**config.mk**
```make
export PLATFORM = sky130hd
export DESIGN_NAME = payload_rx
export DESIGN_NICKNAME = d
export VERILOG_FILES = /design/src/rtl/payload_pkg.sv /design/src/rtl/payload_bytesum.sv /design/src/rtl/payload_rx.sv
export SDC_FILE = /design/constraint.sdc
export NUM_CORES = 2
export LEC_CHECK = 0
export ABC_CLOCK_PERIOD_IN_PS = 4800
export CAP_MARGIN = 25
export CORE_UTILIZATION = 40
export CTS_CLUSTER_DIAMETER = 120
export DETAILED_ROUTE_END_ITERATION = 8
export GPL_ROUTABILITY_DRIVEN = 0
export MAX_ROUTING_LAYER = met4
export PLACE_DENSITY = 0.75
export RECOVER_POWER = 50
export SLEW_MARGIN = 40
export SYNTH_ARGS = -nofsm -noshare
export SYNTH_HDL_FRONTEND = slang
export SYNTH_SLANG_ARGS = --single-unit
```
**constraint.sdc**
```tcl
create_clock -name clk -period 4.8 [get_ports clk]
set_clock_uncertainty 0.1 [all_clocks]
set_input_delay 0.72 -clock clk [delete_from_list [all_inputs] [get_ports clk]]
set_output_delay 0.72 -clock clk [all_outputs]
set_load 0.005 [all_outputs]
```
**src/rtl/payload_pkg.sv**
```systemverilog
// payload_pkg: shared layout of the 80-byte order-report payload frame.
// Latency: n/a (constants, types and a pure decode function only).
// Backpressure: n/a.
//
// Shared by the payload builder (transmit) and payload_rx (receive). Byte
// offsets are chained from field widths so the map cannot drift out of order.
package payload_pkg;

    localparam int BEAT_BYTES  = 32;
    localparam int BEAT_BITS   = BEAT_BYTES * 8;
    localparam int FRAME_BEATS = 3;
    localparam int FRAME_BITS  = FRAME_BEATS * BEAT_BITS;

    localparam logic [15:0] EXP_LEN_DEFAULT      = 16'd77;
    localparam logic [7:0]  EXP_MSG_TYPE_DEFAULT = 8'd101;

    // Byte offsets within the frame (byte k of beat b is frame byte 32*b+k).
    localparam int OFF_MSG_LENGTH      = 0;                       // 2, big-endian
    localparam int OFF_MSG_SEQ_NUM     = OFF_MSG_LENGTH + 2;      // 4
    localparam int OFF_EPOCH_S         = OFF_MSG_SEQ_NUM + 4;     // 4
    localparam int OFF_MS              = OFF_EPOCH_S + 4;         // 2
    localparam int OFF_MSG_TYPE        = OFF_MS + 2;              // 1
    localparam int OFF_HDR_FCM_ID      = OFF_MSG_TYPE + 1;        // 2
    localparam int OFF_SESSION_ID      = OFF_HDR_FCM_ID + 2;      // 2
    localparam int OFF_EXEC_TYPE       = OFF_SESSION_ID + 2;      // 1
    localparam int OFF_CM_ID           = OFF_EXEC_TYPE + 1;       // 2
    localparam int OFF_FCM_ID          = OFF_CM_ID + 2;           // 2
    localparam int OFF_ORDER_NO        = OFF_FCM_ID + 2;          // 5, order_no4 first
    localparam int OFF_ORD_ID          = OFF_ORDER_NO + 5;        // 4
    localparam int OFF_USER_DEFINE     = OFF_ORD_ID + 4;          // 8, user_define7 first
    localparam int OFF_SYMBOL_TYPE     = OFF_USER_DEFINE + 8;     // 1
    localparam int OFF_SYM             = OFF_SYMBOL_TYPE + 1;     // 20
    localparam int OFF_PRICE           = OFF_SYM + 20;            // 4
    localparam int OFF_QTY             = OFF_PRICE + 4;           // 2
    localparam int OFF_INVESTOR_ACNO   = OFF_QTY + 2;             // 4
    localparam int OFF_INVESTOR_FLAG   = OFF_INVESTOR_ACNO + 4;   // 1
    localparam int OFF_SIDE            = OFF_INVESTOR_FLAG + 1;
    localparam int OFF_ORD_TYPE        = OFF_SIDE + 1;
    localparam int OFF_TIME_IN_FORCE   = OFF_ORD_TYPE + 1;
    localparam int OFF_POSITION_EFFECT = OFF_TIME_IN_FORCE + 1;
    localparam int OFF_ORDER_SOURCE    = OFF_POSITION_EFFECT + 1;
    localparam int OFF_INFO_SOURCE     = OFF_ORDER_SOURCE + 1;    // 3, not decoded
    localparam int CHK_IDX             = OFF_INFO_SOURCE + 3;     // 79

    // Bytes of the last beat that are covered by the checksum (frame bytes 64..78).
    localparam int B2_SUM_BYTES = CHK_IDX - (FRAME_BEATS - 1) * BEAT_BYTES;

    // Receive FSM encoding.
    typedef logic [1:0] state_t;
    localparam state_t ST_B0   = 2'd0;
    localparam state_t ST_B1   = 2'd1;
    localparam state_t ST_B2   = 2'd2;
    localparam state_t ST_DROP = 2'd3;

    typedef struct packed {
        logic [31:0]      msg_seq_num, epoch_s, ord_id, price, investor_acno;
        logic [15:0]      ms, session_id, cm_id, qty;
        logic [7:0]       exec_type, symbol_type, investor_flag, side;
        logic [7:0]       ord_type, time_in_force, position_effect, order_source;
        logic [4:0][7:0]  order_no;      // index k = order_no<k>
        logic [7:0][7:0]  user_define;   // index k = user_define<k>
        logic [159:0]     sym;
    } fields_t;

    // Unpack all published fields from a flat frame (byte 0 = bits [7:0]).
    function automatic fields_t decode_fields(input logic [FRAME_BITS-1:0] f);
        fields_t r;
        r.msg_seq_num     = f[OFF_MSG_SEQ_NUM*8 +: 32];
        r.epoch_s         = f[OFF_EPOCH_S*8 +: 32];
        r.ord_id          = f[OFF_ORD_ID*8 +: 32];
        r.price           = f[OFF_PRICE*8 +: 32];
        r.investor_acno   = f[OFF_INVESTOR_ACNO*8 +: 32];
        r.ms              = f[OFF_MS*8 +: 16];
        r.session_id      = f[OFF_SESSION_ID*8 +: 16];
        r.cm_id           = f[OFF_CM_ID*8 +: 16];
        r.qty             = f[OFF_QTY*8 +: 16];
        r.exec_type       = f[OFF_EXEC_TYPE*8 +: 8];
        r.symbol_type     = f[OFF_SYMBOL_TYPE*8 +: 8];
        r.investor_flag   = f[OFF_INVESTOR_FLAG*8 +: 8];
        r.side            = f[OFF_SIDE*8 +: 8];
        r.ord_type        = f[OFF_ORD_TYPE*8 +: 8];
        r.time_in_force   = f[OFF_TIME_IN_FORCE*8 +: 8];
        r.position_effect = f[OFF_POSITION_EFFECT*8 +: 8];
        r.order_source    = f[OFF_ORDER_SOURCE*8 +: 8];
        // order_no and user_define are sent highest index first.
        for (int k = 0; k < 5; k++)
            r.order_no[k] = f[(OFF_ORDER_NO + 4 - k)*8 +: 8];
        for (int k = 0; k < 8; k++)
            r.user_define[k] = f[(OFF_USER_DEFINE + 7 - k)*8 +: 8];
        r.sym             = f[OFF_SYM*8 +: 160];
        return r;
    endfunction

endpackage

```
**src/rtl/payload_bytesum.sv**
```systemverilog
// payload_bytesum: unsigned sum of the low N bytes of a 256-bit word.
// Latency: combinational.
// Backpressure: n/a.
//
// Ports: dat (256-bit word, byte k = bits [8k+7:8k]), sum (16-bit total).
module payload_bytesum #(
    parameter int N = 32
) (
    input  logic [255:0] dat,
    output logic [15:0]  sum
);

    always_comb begin
        sum = '0;
        for (int i = 0; i < N; i++)
            sum = sum + {8'd0, dat[8*i +: 8]};
    end

    // Bytes at and above N are deliberately left out of the sum.
    logic unused_dat;
    assign unused_dat = ^dat;

endmodule

```
**src/rtl/payload_rx.sv**
```systemverilog
// payload_rx: AXI-Stream receiver/decoder for the 3-beat order-report payload frame.
// Latency: fields/msg_valid/chk_err/hdr_err one cycle after the last-beat handshake; frame_err one cycle after the offending handshake.
// Backpressure: none; s_tready is 1 from the first clock after reset release, every valid beat is consumed.
//
// Ports: clk, resetn (async active-low); s_tdata/s_tvalid/s_tlast/s_tkeep stream sink (s_tkeep ignored),
// s_tready; msg_valid pulse with chk_err/hdr_err flags; frame_err pulse on wrong beat count;
// decoded field outputs held until the next publish.
// Optional: define PAYLOAD_RX_STATS_EN to add good_cnt/err_cnt event counters.
module payload_rx
    import payload_pkg::*;
#(
    parameter logic [15:0] EXP_LEN      = EXP_LEN_DEFAULT,
    parameter logic [7:0]  EXP_MSG_TYPE = EXP_MSG_TYPE_DEFAULT,
    parameter bit          HDR_CHECK    = 1'b1
) (
    input  logic         clk,
    input  logic         resetn,
    input  logic [255:0] s_tdata,
    input  logic         s_tvalid,
    input  logic         s_tlast,
    input  logic [31:0]  s_tkeep,
    output logic         s_tready,
    output logic         msg_valid,
    output logic         chk_err,
    output logic         hdr_err,
    output logic         frame_err,
    output logic [31:0]  MsgSeqNum,
    output logic [31:0]  epoch_s,
    output logic [31:0]  ord_id,
    output logic [31:0]  price,
    output logic [31:0]  investor_acno,
    output logic [15:0]  ms,
    output logic [15:0]  session_id,
    output logic [15:0]  cm_id,
    output logic [15:0]  qty,
    output logic [7:0]   ExecType,
    output logic [7:0]   symbol_type,
    output logic [7:0]   investor_flag,
    output logic [7:0]   side,
    output logic [7:0]   OrdType,
    output logic [7:0]   TimeInForce,
    output logic [7:0]   PositionEffect,
    output logic [7:0]   order_source,
    output logic [7:0]   order_no0,
    output logic [7:0]   order_no1,
    output logic [7:0]   order_no2,
    output logic [7:0]   order_no3,
    output logic [7:0]   order_no4,
    output logic [7:0]   user_define0,
    output logic [7:0]   user_define1,
    output logic [7:0]   user_define2,
    output logic [7:0]   user_define3,
    output logic [7:0]   user_define4,
    output logic [7:0]   user_define5,
    output logic [7:0]   user_define6,
    output logic [7:0]   user_define7,
    output logic [159:0] sym
`ifdef PAYLOAD_RX_STATS_EN
    ,
    output logic [31:0]  good_cnt,
    output logic [31:0]  err_cnt
`endif
);

    state_t          state_q, state_d;
    logic [15:0]     acc_q, acc_d;
    logic [255:0]    beat0_q, beat0_d;
    logic [255:0]    beat1_q, beat1_d;
    fields_t         fields_q, fields_d;
    logic            msg_valid_q, msg_valid_d;
    logic            chk_err_q, chk_err_d;
    logic            hdr_err_q, hdr_err_d;
    logic            frame_err_q, frame_err_d;
    logic            tready_q, tready_d;

    logic            hs;
    logic [15:0]     sum_full;
    logic [15:0]     sum_b2;
    logic [15:0]     total;
    logic [FRAME_BITS-1:0] frame;
    fields_t         dec;
    logic [15:0]     rx_len;
    logic [7:0]      rx_type;
    logic [7:0]      rx_chk;

    payload_bytesum #(.N(BEAT_BYTES)) u_sum_full (
        .dat (s_tdata),
        .sum (sum_full)
    );

    payload_bytesum #(.N(B2_SUM_BYTES)) u_sum_b2 (
        .dat (s_tdata),
        .sum (sum_b2)
    );

    assign hs    = s_tvalid & tready_q;
    // The last beat is decoded straight off the bus, so only beats 0/1 are stored.
    assign frame = {s_tdata, beat1_q, beat0_q};
    assign dec   = decode_fields(frame);
    assign total = acc_q + sum_b2;

    // msg_length is the one big-endian field: frame byte 0 is its high byte.
    assign rx_len  = {frame[OFF_MSG_LENGTH*8 +: 8], frame[(OFF_MSG_LENGTH+1)*8 +: 8]};
    assign rx_type = frame[OFF_MSG_TYPE*8 +: 8];
    assign rx_chk  = frame[CHK_IDX*8 +: 8];

    always_comb begin
        state_d     = state_q;
        acc_d       = acc_q;
        beat0_d     = beat0_q;
        beat1_d     = beat1_q;
        fields_d    = fields_q;
        chk_err_d   = chk_err_q;
        hdr_err_d   = hdr_err_q;
        msg_valid_d = 1'b0;
        frame_err_d = 1'b0;
        tready_d    = 1'b1;

        if (hs) begin
            case (state_q)
                ST_B0: begin
                    beat0_d = s_tdata;
                    acc_d   = sum_full;
                    if (s_tlast) frame_err_d = 1'b1;
                    else         state_d     = ST_B1;
                end
                ST_B1: begin
                    beat1_d = s_tdata;
                    acc_d   = acc_q + sum_full;
                    if (s_tlast) begin
                        frame_err_d = 1'b1;
                        state_d     = ST_B0;
                    end else begin
                        state_d     = ST_B2;
                    end
                end
                ST_B2: begin
                    acc_d = total;
                    if (s_tlast) begin
                        fields_d    = dec;
                        chk_err_d   = (total[7:0] != rx_chk);
                        hdr_err_d   = HDR_CHECK &&
                                      ((rx_len != EXP_LEN) || (rx_type != EXP_MSG_TYPE));
                        msg_valid_d = 1'b1;
                        state_d     = ST_B0;
                    end else begin
                        // Over-long frame: swallow the rest, report at its tlast.
                        state_d     = ST_DROP;
                    end
                end
                default: begin
                    if (s_tlast) begin
                        frame_err_d = 1'b1;
                        state_d     = ST_B0;
                    end
                end
            endcase
        end
    end

    always_ff @(posedge clk or negedge resetn) begin
        if (!resetn) begin
            state_q     <= ST_B0;
            acc_q       <= '0;
            beat0_q     <= '0;
            beat1_q     <= '0;
            fields_q    <= '0;
            msg_valid_q <= 1'b0;
            chk_err_q   <= 1'b0;
            hdr_err_q   <= 1'b0;
            frame_err_q <= 1'b0;
            tready_q    <= 1'b0;
        end else begin
            state_q     <= state_d;
            acc_q       <= acc_d;
            beat0_q     <= beat0_d;
            beat1_q     <= beat1_d;
            fields_q    <= fields_d;
            msg_valid_q <= msg_valid_d;
            chk_err_q   <= chk_err_d;
            hdr_err_q   <= hdr_err_d;
            frame_err_q <= frame_err_d;
            tready_q    <= tready_d;
        end
    end

`ifdef PAYLOAD_RX_STATS_EN
    logic [31:0] good_cnt_q, good_cnt_d;
    logic [31:0] err_cnt_q, err_cnt_d;

    // chk_err_d/hdr_err_d only carry this frame's verdict when msg_valid_d is set.
    always_comb begin
        good_cnt_d = good_cnt_q;
        err_cnt_d  = err_cnt_q;
        if (msg_valid_d && !chk_err_d && !hdr_err_d)
            good_cnt_d = good_cnt_q + 32'd1;
        if (frame_err_d || (msg_valid_d && (chk_err_d || hdr_err_d)))
            err_cnt_d = err_cnt_q + 32'd1;
    end

    always_ff @(posedge clk or negedge resetn) begin
        if (!resetn) begin
            good_cnt_q <= '0;
            err_cnt_q  <= '0;
        end else begin
            good_cnt_q <= good_cnt_d;
            err_cnt_q  <= err_cnt_d;
        end
    end

    assign good_cnt = good_cnt_q;
    assign err_cnt  = err_cnt_q;
`endif

    assign s_tready       = tready_q;
    assign msg_valid      = msg_valid_q;
    assign chk_err        = chk_err_q;
    assign hdr_err        = hdr_err_q;
    assign frame_err      = frame_err_q;
    assign MsgSeqNum      = fields_q.msg_seq_num;
    assign epoch_s        = fields_q.epoch_s;
    assign ord_id         = fields_q.ord_id;
    assign price          = fields_q.price;
    assign investor_acno  = fields_q.investor_acno;
    assign ms             = fields_q.ms;
    assign session_id     = fields_q.session_id;
    assign cm_id          = fields_q.cm_id;
    assign qty            = fields_q.qty;
    assign ExecType       = fields_q.exec_type;
    assign symbol_type    = fields_q.symbol_type;
    assign investor_flag  = fields_q.investor_flag;
    assign side           = fields_q.side;
    assign OrdType        = fields_q.ord_type;
    assign TimeInForce    = fields_q.time_in_force;
    assign PositionEffect = fields_q.position_effect;
    assign order_source   = fields_q.order_source;
    assign order_no0      = fields_q.order_no[0];
    assign order_no1      = fields_q.order_no[1];
    assign order_no2      = fields_q.order_no[2];
    assign order_no3      = fields_q.order_no[3];
    assign order_no4      = fields_q.order_no[4];
    assign user_define0   = fields_q.user_define[0];
    assign user_define1   = fields_q.user_define[1];
    assign user_define2   = fields_q.user_define[2];
    assign user_define3   = fields_q.user_define[3];
    assign user_define4   = fields_q.user_define[4];
    assign user_define5   = fields_q.user_define[5];
    assign user_define6   = fields_q.user_define[6];
    assign user_define7   = fields_q.user_define[7];
    assign sym            = fields_q.sym;

    // s_tkeep is not used for decode; the whole frame feeds a function,
    // so fold both here to mark the non-decoded bytes as intentionally idle.
    logic unused_bits;
    assign unused_bits = ^{s_tkeep, frame};

endmodule

```
[Yosys cells after proc, flatten, opt, wreduce, memory -nomap -nowiden]
Index checks and enable logic that the tools add are counted.
Word-level totals
  register bits after elaboration: 1087
  output and inout port bits: 557
  word-level logic and storage cells: 100
Cells by class
  $add $sub $neg: 33
  equality and inequality tests: 6
  multiplexer cells: 11
  bitwise operators: 1
  reductions and logical operators: 9
Operators with widths (count)
  $add A16 B8 Y16: 30
  $pmux W16 S3: 1
  $add A16 B16 Y16: 2
  $ne A16 B7 Y1 const B: 1
  $add A8 B8 Y9: 1
  $mux W2: 4
  $ne A8 B7 Y1 const B: 1
  $ne A8 B8 Y1: 1
  $pmux W2 S3: 1
  $reduce_and A2 Y1: 3
  $reduce_and A3 Y1: 2
  $mux W1: 5
  $reduce_bool A4 Y1: 1
  $reduce_bool A3 Y1: 1
  $eq A2 B1 Y1 const B: 1
  $eq A2 B2 Y1 const B: 1
  $logic_not A2 Y1: 1
  $ne A2 B2 Y1 const B: 1
  $and A1 B1 Y1: 1
  $logic_or A1 B1 Y1: 1

[Depth between registers and ports, before layout]
  depth after elaboration: 33
  depth in mapped cells: 37
  depth with buffers taken out: 37

[Modules after synthesis]
From an unflattened synthesis, not the netlist that was laid out.
Second synthesis, totals
  cell total of the unflattened synthesis: 4592
  area, all modules: 50265.7 um^2
Modules (own cells, without submodules)
  payload_rx: times used 1, cells an instance 3543, area each 39904.5 um^2, seq. area each 26200.1 um^2
  payload_bytesum at u_sum_full: times used 1, cells an instance 708, area each 7070.5 um^2, seq. area each 0.0 um^2
  payload_bytesum at u_sum_b2: times used 1, cells an instance 341, area each 3290.7 um^2, seq. area each 0.0 um^2

[Worst setup path before layout]
No wires, ideal clock.
  path type: input-to-reg
  start: input s_tdata[1]
  end: register acc_q[7]
  setup time: 0.137 ns
  arrival time: 9.764 ns
  path slack: -5.201 ns
  stages on the path: 35
  path buffers: 0
  path through: inv_1 fa_1 inv_1 ha_1 fa_1 fa_1 inv_1 fa_1 fa_1 fa_1 fa_1 inv_1 ha_1 inv_1 fa_1 fa_1 inv_1 fa_1 inv_1 fa_1 fa_1 inv_1 fa_1 fa_1 a21oi_1 nor2_1 nor2_1 xnor2_1 ha_1 a21oi_1 o21ai_0 xnor2_1 and3_1 o21ai_1 a22oi_1
On the way
  longest elaborated chain between the ends: 33
  elaborated cells on any way between the ends: 34
  classes of those cells: add/sub: 33; mux: 1
RTL lines
  start, declared: line payload_rx.sv:18  | input logic [255:0] s_tdata,
  $add A8 B8 Y9 (*): line payload_bytesum.sv:16  | sum = sum + {8'd0, dat[8*i +: 8]};
  $add A16 B8 Y16 (*) (13 in a row): line payload_bytesum.sv:16
  $add A16 B8 Y16 (17 in a row): line payload_bytesum.sv:16
  $add A16 B16 Y16: line payload_rx.sv:129  | acc_d = acc_q + sum_full;
  $pmux W16 S3 (*): line payload_rx.sv:120  | case (state_q)
  end signal, assigned: line payload_rx.sv:164  | acc_q <= '0;
  end signal, assigned: line payload_rx.sv:175  | acc_q <= acc_d;
  end, declared: line payload_rx.sv:66  | logic [15:0] acc_q, acc_d;
Every way passes the cells marked *; elsewhere a longest branch is shown, timed or not.
A chain may end at the register's enable or synchronous reset.

[Worst setup path in the final report]
  start: input s_tdata[9]
  end: register acc_q[7]
The elaborated chain is that of the path after synthesis.

==> flow_metrics.env <==
export IMPL_final_common_cell="nand2_1"
export IMPL_clkLatencyLatePin_ns=0.72
export IMPL_critical_path_class="in -> reg"
export IMPL_die_h_um=336.7
export IMPL_clkSinkCount=1047
export IMPL_grt_pass1_wl_mm=214.5
export IMPL_cap_violations=2
export IMPL_drv_slew=90
export IMPL_min_path_cells=3
export IMPL_viasPerCell=4.974
export IMPL_hpwl_mm=107.1
export IMPL_nets=5634
export IMPL_rsz0062_at_grt="yes"
export IMPL_synth_top_family_by_area="simple AND/OR/NAND/NOR gates"
export IMPL_ys_types=44
export IMPL_syn_nets=4589
export IMPL_critPathSlowestCell="fa_1"
export IMPL_area_growth_pct=37.07
export IMPL_path_depth=35
export IMPL_final_cell_mix="nand2_1, dfrtp_1, clkdlybuf4s50_1, mux2_2, buf_4"
export IMPL_avgSynthCellArea_um2=11.00
export IMPL_routed_wl_mm=146.9
export IMPL_clk_pin_slew_ns=0.06
export IMPL_dr_first_iter_drc_count=2359
export IMPL_htreeDepth=3
export IMPL_end_kind="flop"
export IMPL_netlist_area_um2=44800
export IMPL_timing_fmax_mhz=103.5
export IMPL_initial_core_util_pct=40.42
export IMPL_violations="max-capacitance violations, max-slew violations, negative setup slack"
export IMPL_fin_crit_sh_pct=201.4
export IMPL_setup_ws_ns=-4.865
export IMPL_cts_tree="built"
export IMPL_setup_viol=8
export IMPL_port_buffers=816
export IMPL_critPathLaunchType="input port"
export IMPL_crit_family="adder cells"
export IMPL_async_reset_ff_share_pct=100.0
export IMPL_die_w_um=336.7
export IMPL_ff2ff_path_depth=7
export IMPL_crit_top_cell="fa_1"
export IMPL_tightest_slew_ns=2.461
export IMPL_drc=0
export IMPL_rows=122
export IMPL_avgRoutedWirePerCell_um=21.81
export IMPL_fin_crit_ns=9.665
export IMPL_root_buffer="clkbuf_16"
export IMPL_stdcell_area_um2=61410
export IMPL_grt_pass1_vias=34180
export IMPL_cts_buffers_inserted=112
export IMPL_stdcell_count=6733
export IMPL_layout_drive_gt1_share_pct=19.08
export IMPL_status="finished with violations"
export IMPL_synthCells=4071
export IMPL_antenna_found_initial=36
export IMPL_worst_path_buf_inv=10
export IMPL_critical_path_max_fanout=3
export IMPL_grt_ovfl_total=0
export IMPL_grt_max_degree=160
export IMPL_worstPathArrival_ns=10.13
export IMPL_num_vias=33490
export IMPL_synth_compound_area_share_pct=1.746
export IMPL_ys_ff_latch=1047
export IMPL_die_area_um2=113300
export IMPL_relSlewSlack_pct=-64.08
export IMPL_place_area_um2=56740
export IMPL_place_inst=6461
export IMPL_required_ns=5.26
export IMPL_synth_xor_area_share_pct=1.841
export IMPL_ant_nets=0
export IMPL_critPathMaxStageDelay_ns=0.60
export IMPL_synthFlopType="dfrtp_1"
export IMPL_yosysWarnings=0
export IMPL_synthSimpleGateAreaFrac_pct=14.80
export IMPL_synth_edf_count=0
export IMPL_min_path_type="in -> reg"
export IMPL_fin_util_pct=55.41
export IMPL_synthAdderAreaFrac_pct=9.295
export IMPL_synthMuxAreaShare_pct=10.48
export IMPL_grt_total_usage_pct=26.28
export IMPL_drt_first_pass_iters=5
export IMPL_place_ws_ns=-6.179
export IMPL_hold_viol=0
export IMPL_seq_area_frac_synth_pct=58.48
export IMPL_core_area_um2=110800
export IMPL_io_pin_count=849
export IMPL_clock_path_buffers=3
[synthesized netlist by cell type (2+ instances only)]
| library cell | n | share of area [%] |
|---|---|---|
| a21o_1 | 11 | 0.18 |
| a21oi_1 | 19 | 0.21 |
| a22oi_1 | 5 | 0.084 |
| buf_1 | 3 | 0.025 |
| buf_2 | 2 | 0.022 |
| clkbuf_1 | 182 | 1.5 |
| dfrtp_1 | 1047 | 58 |
| fa_1 | 178 | 8.0 |
| ha_1 | 48 | 1.3 |
| inv_1 | 211 | 1.8 |
| mux2_2 | 417 | 10 |
| nand2_1 | 1721 | 14 |
| nand3_1 | 3 | 0.034 |
| nand4_1 | 2 | 0.028 |
| nor2_1 | 11 | 0.092 |
| nor3_1 | 2 | 0.022 |
| nor4_1 | 4 | 0.056 |
| o211ai_1 | 2 | 0.034 |
| o21ai_0 | 89 | 0.99 |
| o21bai_1 | 4 | 0.067 |
| o221ai_1 | 2 | 0.039 |
| xnor2_1 | 65 | 1.3 |
| xor2_1 | 22 | 0.43 |
[flip-flops by register name, indices dropped and copies added (netlist names), 16 cells and up]
signal and count:
MsgSeqNum 32, beat0_q 224, beat1_q 256, cm_id 16, epoch_s 32, investor_acno 32, ms 16, ord_id 32
price 32, qty 16, session_id 16, sym 160
[per-stage QoR]
stage / setup TNS [ns] / hold slack, ns
after CTS: -32.11 / 0.1956
after global routing: -36.03 / 0.1981
final: -32.62 / 0.2192
after floorplan: -28.87 / 0.3244
after global placement: -39.45 / 0.3378
after detailed placement: -40.02 / 0.3447
[per-layer routing]
| layer | vias to the layer above | GRT usage [%] | wire length (µm) |
|---|---|---|---|
| met5 | - | - | 0 |
| met4 | 0 | 12.98 | 7456 |
| met3 | 344 | 4.233 | 8728 |
| met2 | 1207 | 39.73 | 68940 |
| met1 | 17100 | 34.49 | 61750 |
| li1 | 14840 | - | - |
[layout make-up]
type	count	area [µm²]
clock inverter	60	843.3
timing repair buffer	1118	10700
multi-input combinational	2625	17680
antenna	31	77.57
clock buffer	152	3223
inverter	212	825.8
fill	9237	49410
sequential	1047	26200
tap	1488	1862
[what timing repair did]
item / 4_1_cts / 5_1_grt
endpoints found under the hold margin: 25 / 0
pin swaps: 59 / 47
buffers inserted: 29 / 3
setup endpoints to repair: 8 / 8
resized for setup: 84 / 45
gates cloned: 0 / 0
hold buffers: 1 / 0
[kinds of logic after synthesis]
kind of cell,after synthesis
and+or+nand+nor,1751
AOI/OAI and AO/OA,140
DFF,1047
other,1
muxes,417
buffers and inverters,399
xor gates and xnor gates,90
adders and majority gates,226
[worst reg2reg max path, cell delays in order, from the launching register on]
cell and delay, ns:
dfrtp_1 0.41, inv_1 0.09, ha_1 0.47, nand4_1 0.51
buf_12 0.44, buf_12 0.37, nand2_1 0.56, o21ai_0 0.14
[final timing paths]
path / startpoint / endpoint / slack, ns
worst max-delay path: s_tdata[9] / acc_q[7]$_DFFE_PN0P_ / -4.87
worst min-delay path: s_tdata[1] / qty[1]$_DFFE_PN0P_ / 0.22
worst max register to register: state_q[0]$_DFFE_PN0P_ / qty[9]$_DFFE_PN0P_ / 1.56
worst min register to register: beat1_q[150]$_DFFE_PN0P_ / sym[86]$_DFFE_PN0P_ / 0.34
max in group asynchronous: resetn / price[15]$_DFFE_PN0P_ / 0.43
min in group asynchronous: resetn / beat1_q[131]$_DFFE_PN0P_ / 1.26
Power is not shown: default switching activity piles up to over one toggle a cycle in this logic, so the estimate is an artifact.
